[config.mk]
export PLATFORM = sky130hd
export DESIGN_NAME = alu_flat
export DESIGN_NICKNAME = d
export VERILOG_FILES = /design/src/rtl/alu_if.sv /design/src/rtl/alu.sv /design/src/flat_wrapper.sv
export SDC_FILE = /design/constraint.sdc
export NUM_CORES = 1
export LEC_CHECK = 0
export CAP_MARGIN = 20
export CORE_MARGIN = 3
export CORE_UTILIZATION = 43
export DETAILED_ROUTE_END_ITERATION = 12
export HOLD_SLACK_MARGIN = 0.05
export PLACE_DENSITY = 0.73
export SLEW_MARGIN = 20
export SYNTH_ARGS = -nofsm -noshare
export SYNTH_HDL_FRONTEND = slang
export SYNTH_SLANG_ARGS = --single-unit
[constraint.sdc]
create_clock -name clk -period 2.3 [get_ports clk]
set_clock_uncertainty 0.2 [all_clocks]
set_input_delay 0.345 -clock clk [delete_from_list [all_inputs] [get_ports clk]]
set_output_delay 0.345 -clock clk [all_outputs]
set_load 0.05 [all_outputs]
[src/rtl/alu_if.sv]
// Operand/opcode/result bundle for the 4-bit registered ALU.
// The master drives the operands and opcode; the slave returns the registered result and flags.
interface alu_if;
    logic [3:0] a;
    logic [7:4] b;
    logic [9:8] s;
    logic       cin;
    logic [3:0] f;
    logic       cout;
    logic       z;

    modport master (output a, b, s, cin, input f, cout, z);
    modport slave  (input a, b, s, cin, output f, cout, z);
endinterface

[src/rtl/alu.sv]
// 4-bit registered ALU: ADD, SUB, SHIFT and AND under a 2-bit opcode.
// The result, carry/borrow and zero flags are registered together with one cycle of latency.
module alu (
    input  logic  clk,
    input  logic  rst_n,
    alu_if.slave  bus
);

    function automatic logic is_zero(input logic [3:0] val);
        is_zero = (val == 4'b0000);
    endfunction

    logic [3:0] b_val_s;
    logic [4:0] sum_s;
    logic [4:0] diff_s;
    logic [3:0] f_d, f_q;
    logic       cout_d, cout_q;
    logic       z_d, z_q;

    assign b_val_s = bus.b[7:4];

    // Next-state result and flags from the current operands and opcode
    always_comb begin
        f_d    = 4'b0000;
        cout_d = 1'b0;
        sum_s  = {1'b0, bus.a} + {1'b0, b_val_s} + {4'b0000, bus.cin};
        // Bit 4 of the 5-bit difference is set exactly when a < b + cin
        diff_s = {1'b0, bus.a} - {1'b0, b_val_s} - {4'b0000, bus.cin};
        case (bus.s)
            2'b00: begin
                f_d    = sum_s[3:0];
                cout_d = sum_s[4];
            end
            2'b01: begin
                f_d    = diff_s[3:0];
                cout_d = diff_s[4];
            end
            2'b10: begin
                f_d    = bus.a << bus.b[5:4];
                cout_d = 1'b0;
            end
            2'b11: begin
                f_d    = bus.a & b_val_s;
                cout_d = 1'b0;
            end
            default: begin
                f_d    = 4'b0000;
                cout_d = 1'b0;
            end
        endcase
        z_d = is_zero(f_d);
    end

    // Output registers with synchronous active-low reset taking priority
    always_ff @(posedge clk) begin
        if (!rst_n) begin
            f_q    <= 4'b0000;
            cout_q <= 1'b0;
            z_q    <= 1'b1;
        end else begin
            f_q    <= f_d;
            cout_q <= cout_d;
            z_q    <= z_d;
        end
    end

    assign bus.f    = f_q;
    assign bus.cout = cout_q;
    assign bus.z    = z_q;

endmodule

[src/flat_wrapper.sv]
// flat-port wrapper written by rule: the top's interface ports become plain ports
module alu_flat 
  (clk, rst_n, bus_a, bus_b, bus_s, bus_cin, bus_f, bus_cout, bus_z);
  alu_if bus_i ();
  input  logic clk;
  input  logic rst_n;
  input wire logic [$bits(bus_i.a)-1:0] bus_a;
  input wire logic [$bits(bus_i.b)-1:0] bus_b;
  input wire logic [$bits(bus_i.s)-1:0] bus_s;
  input wire logic [$bits(bus_i.cin)-1:0] bus_cin;
  output wire logic [$bits(bus_i.f)-1:0] bus_f;
  output wire logic [$bits(bus_i.cout)-1:0] bus_cout;
  output wire logic [$bits(bus_i.z)-1:0] bus_z;
  assign bus_i.a = bus_a;
  assign bus_i.b = bus_b;
  assign bus_i.s = bus_s;
  assign bus_i.cin = bus_cin;
  assign bus_f = bus_i.f;
  assign bus_cout = bus_i.cout;
  assign bus_z = bus_i.z;
  alu u_core (.clk(clk), .rst_n(rst_n), .bus(bus_i));
endmodule
==> summary.md, run 1 <==
| Metric | Value |
|---|---|
| Outcome | completed |
| Die footprint | 0.00227 mm2 |
| CP Capture Type | flop |
| RSZ-0062 raised after global routing | yes |
| Slew Viols, Final | 0 |
| Clock slew at reported path FFs | 0.04 ns |
| Vias | 806 |
| Num rows | 14 |
| GR Overflow Total | 0 |
| Clock buffer depth | 2 |
| TritonCTS clock tree | built |
| Multi-input logic area | 623 um2 |
| Cts hold-fix bufs | 0 |
| Slowest CP cell | fa_2 |
| Vias per cell | 5.60 |
| Worst-Margin Slew | 0.499 ns |
| Synth cell types | 42 |
| Die H | 47.7 um |
| Initial Util | 47.4% |
| P&R area growth vs syn | 60.0% |
| EDFF count, synth | 0 |
| Fillers | 107 |
| Post-synthesis sequential area ratio | 16.1% |
| Critical Path Max Stage Delay | 0.46 ns |
| Critical path's top delay family | adder cells |
| Dpl hpwl | 1.60 mm |
| Fmax | 0.435 GHz |
| Ys Warns | 0 |
| Vias in the first global route | 751 |
| Placement Setup Slack | -0.640 ns |
| Post-Syn Area | 747 um2 |
| Minimum clock period | 2.30 ns |
| Most common cell in the netlist | inv_1 |
| Placer congestion estimate | 0.865 |
| H-tree Lvls | 1 |
| Antenna diodes | 0 |
| Pre-Repair DR Iteration Count | 4 |
| Root Buffer | clkbuf_4 |
| Design Power | 506 uW |
| Register area | 120 um2 |
| Final wirelength | 2.02 mm |
| CTS Buf Count | 3 |
| Critical path type | in2reg |
| CP arrival | 2.25 ns |
| # IOs | 19 |
| Final core utilization | 75.8% |
| Routed Antenna Nets | 0 |
| DRC viols | 0 |
| # port buffers | 18 |
| Slack of the critical path | 0.000725 ns |
| Number of placed instances, taps included | 139 |
| Largest net degree at the start of global routing | 16 |
| Die Span X | 47.7 um |
| Num Clock Sinks | 6 |
| DRT iter0 DRCs | 20 |
| Final routed wire length divided by cell count | 14.0 um |
| All-Layer GR Usage | 19.8% |
| Proportion of layout cells with a drive suffix above 1 | 37.5% |
| Critical path, cell by cell | dlygate4sd2_1, inv_1, fa_2, buf_4, ha_1, o21ai_2, and4_2, o21ai_1, a311oi_2 |
| Cell Pwr Density | 423 mW/mm2 |
| Crit-path max FO | 2 |
| FFs w/ async S/R, synth | 0% |
| Top cell type's share of synthesized area | 18.4% |
| HP Class | in2reg |
| Worst VDD drop | 0.213 mV |
| Primary FF master, synth | dfxtp_1 |
| Period utilisation layout | 100% |
| Pleak | 0.568 nW |
| Global-route wire length before repair | 3.11 mm |
| Core footprint | 0.00158 mm2 |
| Syn Area/Cell | 8.79 um2 |
| Synth Instances | 85 |
| Buffers and inverters on the worst path | 3 |
| Final Non-Filler Cells | 144 |
| CP startpoint kind | primary input |
| Initial antenna violation count | 0 |
| Syn nets | 113 |
| Maxcap violations | 0 |
| Worst Path Required | 2.25 ns |
| Synth cell count leaders | inv_1, ha_1, dfxtp_1 |
| Yosys top cell by area | ha_1 |
| Fin. Hold Viols | 0 |
| Area contributors post-synth | ha_1, dfxtp_1, fa_1, inv_1, mux2_1 |
| Yosys reg bits | 6 |
| Nets | 158 |
| Setup-failing EPs final | 0 |
| Slew margin rel. | 66.7% |
[cell families after synthesis]
logic type      Yosys count  synth area share, %
simple gates             24                 19.9
mux                       3                 4.35
flops                     6                 16.1
buf+inv                  16                 8.21
compound gates           19                 19.9
xor+xnor                  2                 2.35
fa+ha+maj                15                 29.1
[registers in the layout (all words and copies together) (netlist names)]
register	count
u_core.bus.cout	1
u_core.bus.f	4
u_core.bus.z	1
[cells in the final DEF (no fill, tap or decap), drive strengths merged, types with 2 or more instances in the layout]
| cell | count |
|---|---|
| and3 | 2 |
| a21oi | 2 |
| dfxtp | 6 |
| xnor2 | 2 |
| clkdlybuf4s50 | 13 |
| nor3b | 2 |
| nor2 | 4 |
| mux2 | 2 |
| clkbuf | 3 |
| buf | 25 |
| o21ai | 2 |
| inv | 14 |
| nand2 | 3 |
| fa | 4 |
| ha | 11 |
| dlygate4sd2 | 2 |
| a311oi | 2 |
| nor3 | 2 |
[stage by stage]
stage,setup TNS (ns),hold WS (ns),cell area [um2]
global placement,-2.82,0.906,1110
finish,0,0.461,1190
CTS,0,0.466,1170
floorplan,0,0.301,749
global route,-0.159,0.493,1190
detailed placement,-3.00,0.903,1110
[layer usage]
metal,vias up,global-route usage (%),routed length [um]
li1,390,-,-
met1,368,24.6,893
met2,38,30.6,974
met3,10,1.50,93
met4,0,16.7,57
met5,-,0,0
[worst paths after layout]
| check | start | end | cells after the start |
|---|---|---|---|
| min | bus_a[0] | u_core.bus.z | 5 |
| max | bus_cin | u_core.bus.z | 9 |
[report_power, final]
| group | internal, mW | switching (mW) |
|---|---|---|
| combinational | 0.143 | 0.148 |
| clock | 0.0590 | 0.0377 |
| sequential | 0.116 | 0.00259 |
[area by class of cell]
| class | instances | share of cell area [%] |
|---|---|---|
| Inverter | 14 | 4.40 |
| Tap cell | 16 | 1.68 |
| Sequential cell | 6 | 10.1 |
| Clock buffer | 3 | 1.88 |
| Timing Repair Buffer | 42 | 29.8 |
| Multi-Input combinational cell | 63 | 52.1 |
[repair_timing]
action / 4_1_cts / 5_1_grt
buffers inserted: 2 / 0
gates resized for setup: 21 / 6
endpoints found under the setup margin: 6 / 4
pin swaps: 8 / 0
(Power assumes the default switching activity.)
==> inputs of run 2 (changes only) <==
Settings changed: CORE_ASPECT_RATIO set to 1.25, CORE_MARGIN 3 to unset.
==> run 2 against run 1 <==
Against the previous run: non-clock buffer count did not move; total power is 0.84% lower; combinational power is 2% lower; core utilization is 1.6 points lower; critical path depth decreased by 2; critical path type unchanged; largest cell class unchanged.
==> summary.md, run 2 (same netlist as run 1, synthesis figures left out) <==
| Metric | Value |
|---|---|
| CP arrival | 2.21 ns (-0.04 ns) |
| Critical path's top delay family | adder cells |
| P_int | 313 uW (-1.3%) |
| Critical path, cell by cell | clkdlybuf4s15_1, fa_2, fa_2, a21oi_1, a311oi_2, o32ai_2, a311oi_2 |
| Proportion of layout cells with a drive suffix above 1 | 38.3% (+0.78 points) |
| Nets | 158 (unchanged) |
| HP Class | in2reg |
| Max reg flops | 4 (unchanged) |
| Net Sw Power | 188 uW (-0.13%) |
| Fin. Hold Viols | 0 (unchanged) |
| Antenna diodes | 0 (unchanged) |
| # port buffers | 18 (unchanged) |
| Period utilisation layout | 97.6% (-2.4 points) |
| Dpl hpwl | 1.59 mm (-0.59%) |
| Clock slew at reported path FFs | 0.05 ns (about the same) |
| Worst Path Required | 2.26 ns (about the same) |
| Design Power | 501 uW (-0.84%) |
| Critical path type | in2reg |
| All-Layer GR Usage | 22.3% (+2.5 points) |
| Slew margin rel. | 67.1% (+0.46 points) |
| H-tree Lvls | 1 (unchanged) |
| Initial antenna violation count | 0 (unchanged) |
| Combinational Power Share | 56.8% (-0.7 points) |
| Global-route wire length before repair | 3.06 mm (-1.5%) |
| Final wirelength | 1.96 mm (-2.8%) |
| DP Area | 0.00109 mm2 (-1.1%) |
| GR Overflow Total | 0 (unchanged) |
| TritonCTS clock tree | built |
| Worst VDD drop | 0.181 mV (-15%) |
| Die H | 48.6 um (+1.9%) |
| Num Clock Sinks | 6 (unchanged) |
| Minimum clock period | 2.24 ns (-0.0555 ns) |
| DRC viols | 0 (unchanged) |
| Most common cell after layout, fill and taps aside | buf_4 |
| Fillers | 130 (+21%) |
| Vias in the first global route | 724 (-3.6%) |
| Crit-path max FO | 2 (unchanged) |
| Final Non-Filler Cells | 146 (+1.4%) |
| # IOs | 19 (unchanged) |
| Register area | 120 um2 (unchanged) |
| Die footprint | 0.00191 mm2 (-16%) |
| CP Capture Type | flop |
| Root Buffer | clkbuf_4 |
| Number of placed instances, taps included | 139 (unchanged) |
| Placement Setup Slack | -0.625 ns (+0.0155 ns) |
| Core footprint | 0.00160 mm2 (+1.6%) |
| Initial Util | 46.6% (-0.74 points) |
| Setup-failing EPs final | 0 (unchanged) |
| Largest net degree at the start of global routing | 17 (+1) |
| Placer congestion estimate | 0.795 (-8.1%) |
| Routed Antenna Nets | 0 (unchanged) |
| Vias per cell | 5.47 (-2.2%) |
| Multi-input logic area | 623 um2 (unchanged) |
| Clock power share | 19.6% (+0.5 points) |
| Critical Path Max Stage Delay | 0.53 ns (+0.07 ns) |
| Pre-Repair DR Iteration Count | 4 (unchanged) |
| Die Span X | 39.3 um (-18%) |
| Pleak | 0.556 nW (-2.1%) |
| P&R area growth vs syn | 59.1% |
| Num rows | 16 (+2) |
| Clock buffer depth | 2 (unchanged) |
| Slowest CP cell | fa_2 |
| Outcome | completed |
| DRT iter0 DRCs | 14 (-30%) |
| Worst-Margin Slew | 0.492 ns (-0.00686 ns) |
| Fmax | 0.446 GHz (+2.5%) |
| Final instance area | 0.00119 mm2 (-0.52%) |
| Maxcap violations | 0 (unchanged) |
| CTS Buf Count | 3 (unchanged) |
| Slew Viols, Final | 0 (unchanged) |
| Switch share | 37.5% (+0.27 points) |
| Final routed wire length divided by cell count | 13.4 um (-4.1%) |
| Setup TNS | 0 ns (unchanged) |
| Vias | 799 (-0.87%) |
| Slack of the critical path | 0.0562 ns (+0.0555 ns) |
| CP startpoint kind | primary input |
| Cell Pwr Density | 422 mW/mm2 (-0.32%) |
| Commonest non-fill, non-tap cells in the layout | buf_4, clkdlybuf4s50_1, inv_1, ha_1, dfxtp_1 |
| Buffers and inverters on the worst path | 1 (-2) |
| Sequential share of power | 23.6% (+0.2 points) |
## run 2: cell count changes in the layout (fill, tap and decap cells not counted), sizes merged
cell          previous run  this run
buf                     25        26
dlymetal6s2s             1         0
## run 2: stage by stage
| stage | hold slack (ns) | utilization [%] |
|---|---|---|
| floorplan | 0.301 | - |
| global placement | 0.901 | 68.3 |
| detailed placement | 0.896 | 68.3 |
| CTS | 0.642 | 72.8 |
| global route | 0.619 | 74.2 |
| finish | 0.585 | 74.2 |
## run 2: per-layer routing
metal	global-route usage, %	part of all wire, %	up-vias
met3	0	4.1	4
met2	37.8	52	32
met1	29.0	42	371
met4	8.62	1.2	0
li1	-	-	392
met5	0	0	-
## run 2: worst paths after layout
| kind | slack [ns] | startpoint | endpoint | cells past startpoint |
|---|---|---|---|---|
| setup / recovery | 0.06 | bus_cin | u_core.bus.z | 7 |
| hold / removal | 0.58 | bus_a[0] | u_core.bus.z | 6 |
## run 2: timing repair
item | in CTS | in global routing
hold buffers | 0 | 0
setup buffers | 3 | 1
setup endpoints to repair | 6 | 3
gates resized for setup | 23 | 7
pin swaps | 11 | 5
## run 2: power groups by stage
stage	Clock, mW	Combinational, mW	Sequential (mW)
after floorplan	0	0.102	0.161
final	0.0985	0.285	0.118
after global routing	0.106	0.306	0.120
after detailed placement	0	0.253	0.120
after global placement	0	0.245	0.120
after CTS	0.0970	0.271	0.119
## run 2: layout make-up
| type | instances | area share (%) |
|---|---|---|
| well taps | 18 | 1.89 |
| flip-flops and latches | 6 | 10.1 |
| multi-input cells | 63 | 52.4 |
| repair buffers | 42 | 29.3 |
| clock buffers | 3 | 1.89 |
| inverters | 14 | 4.42 |
==> inputs of run 3 (changes only) <==
Settings changed: CAP_MARGIN 20 to 10.
==> results of run 3 <==
Final layout, timing and power as in run 2 (identical DEF).
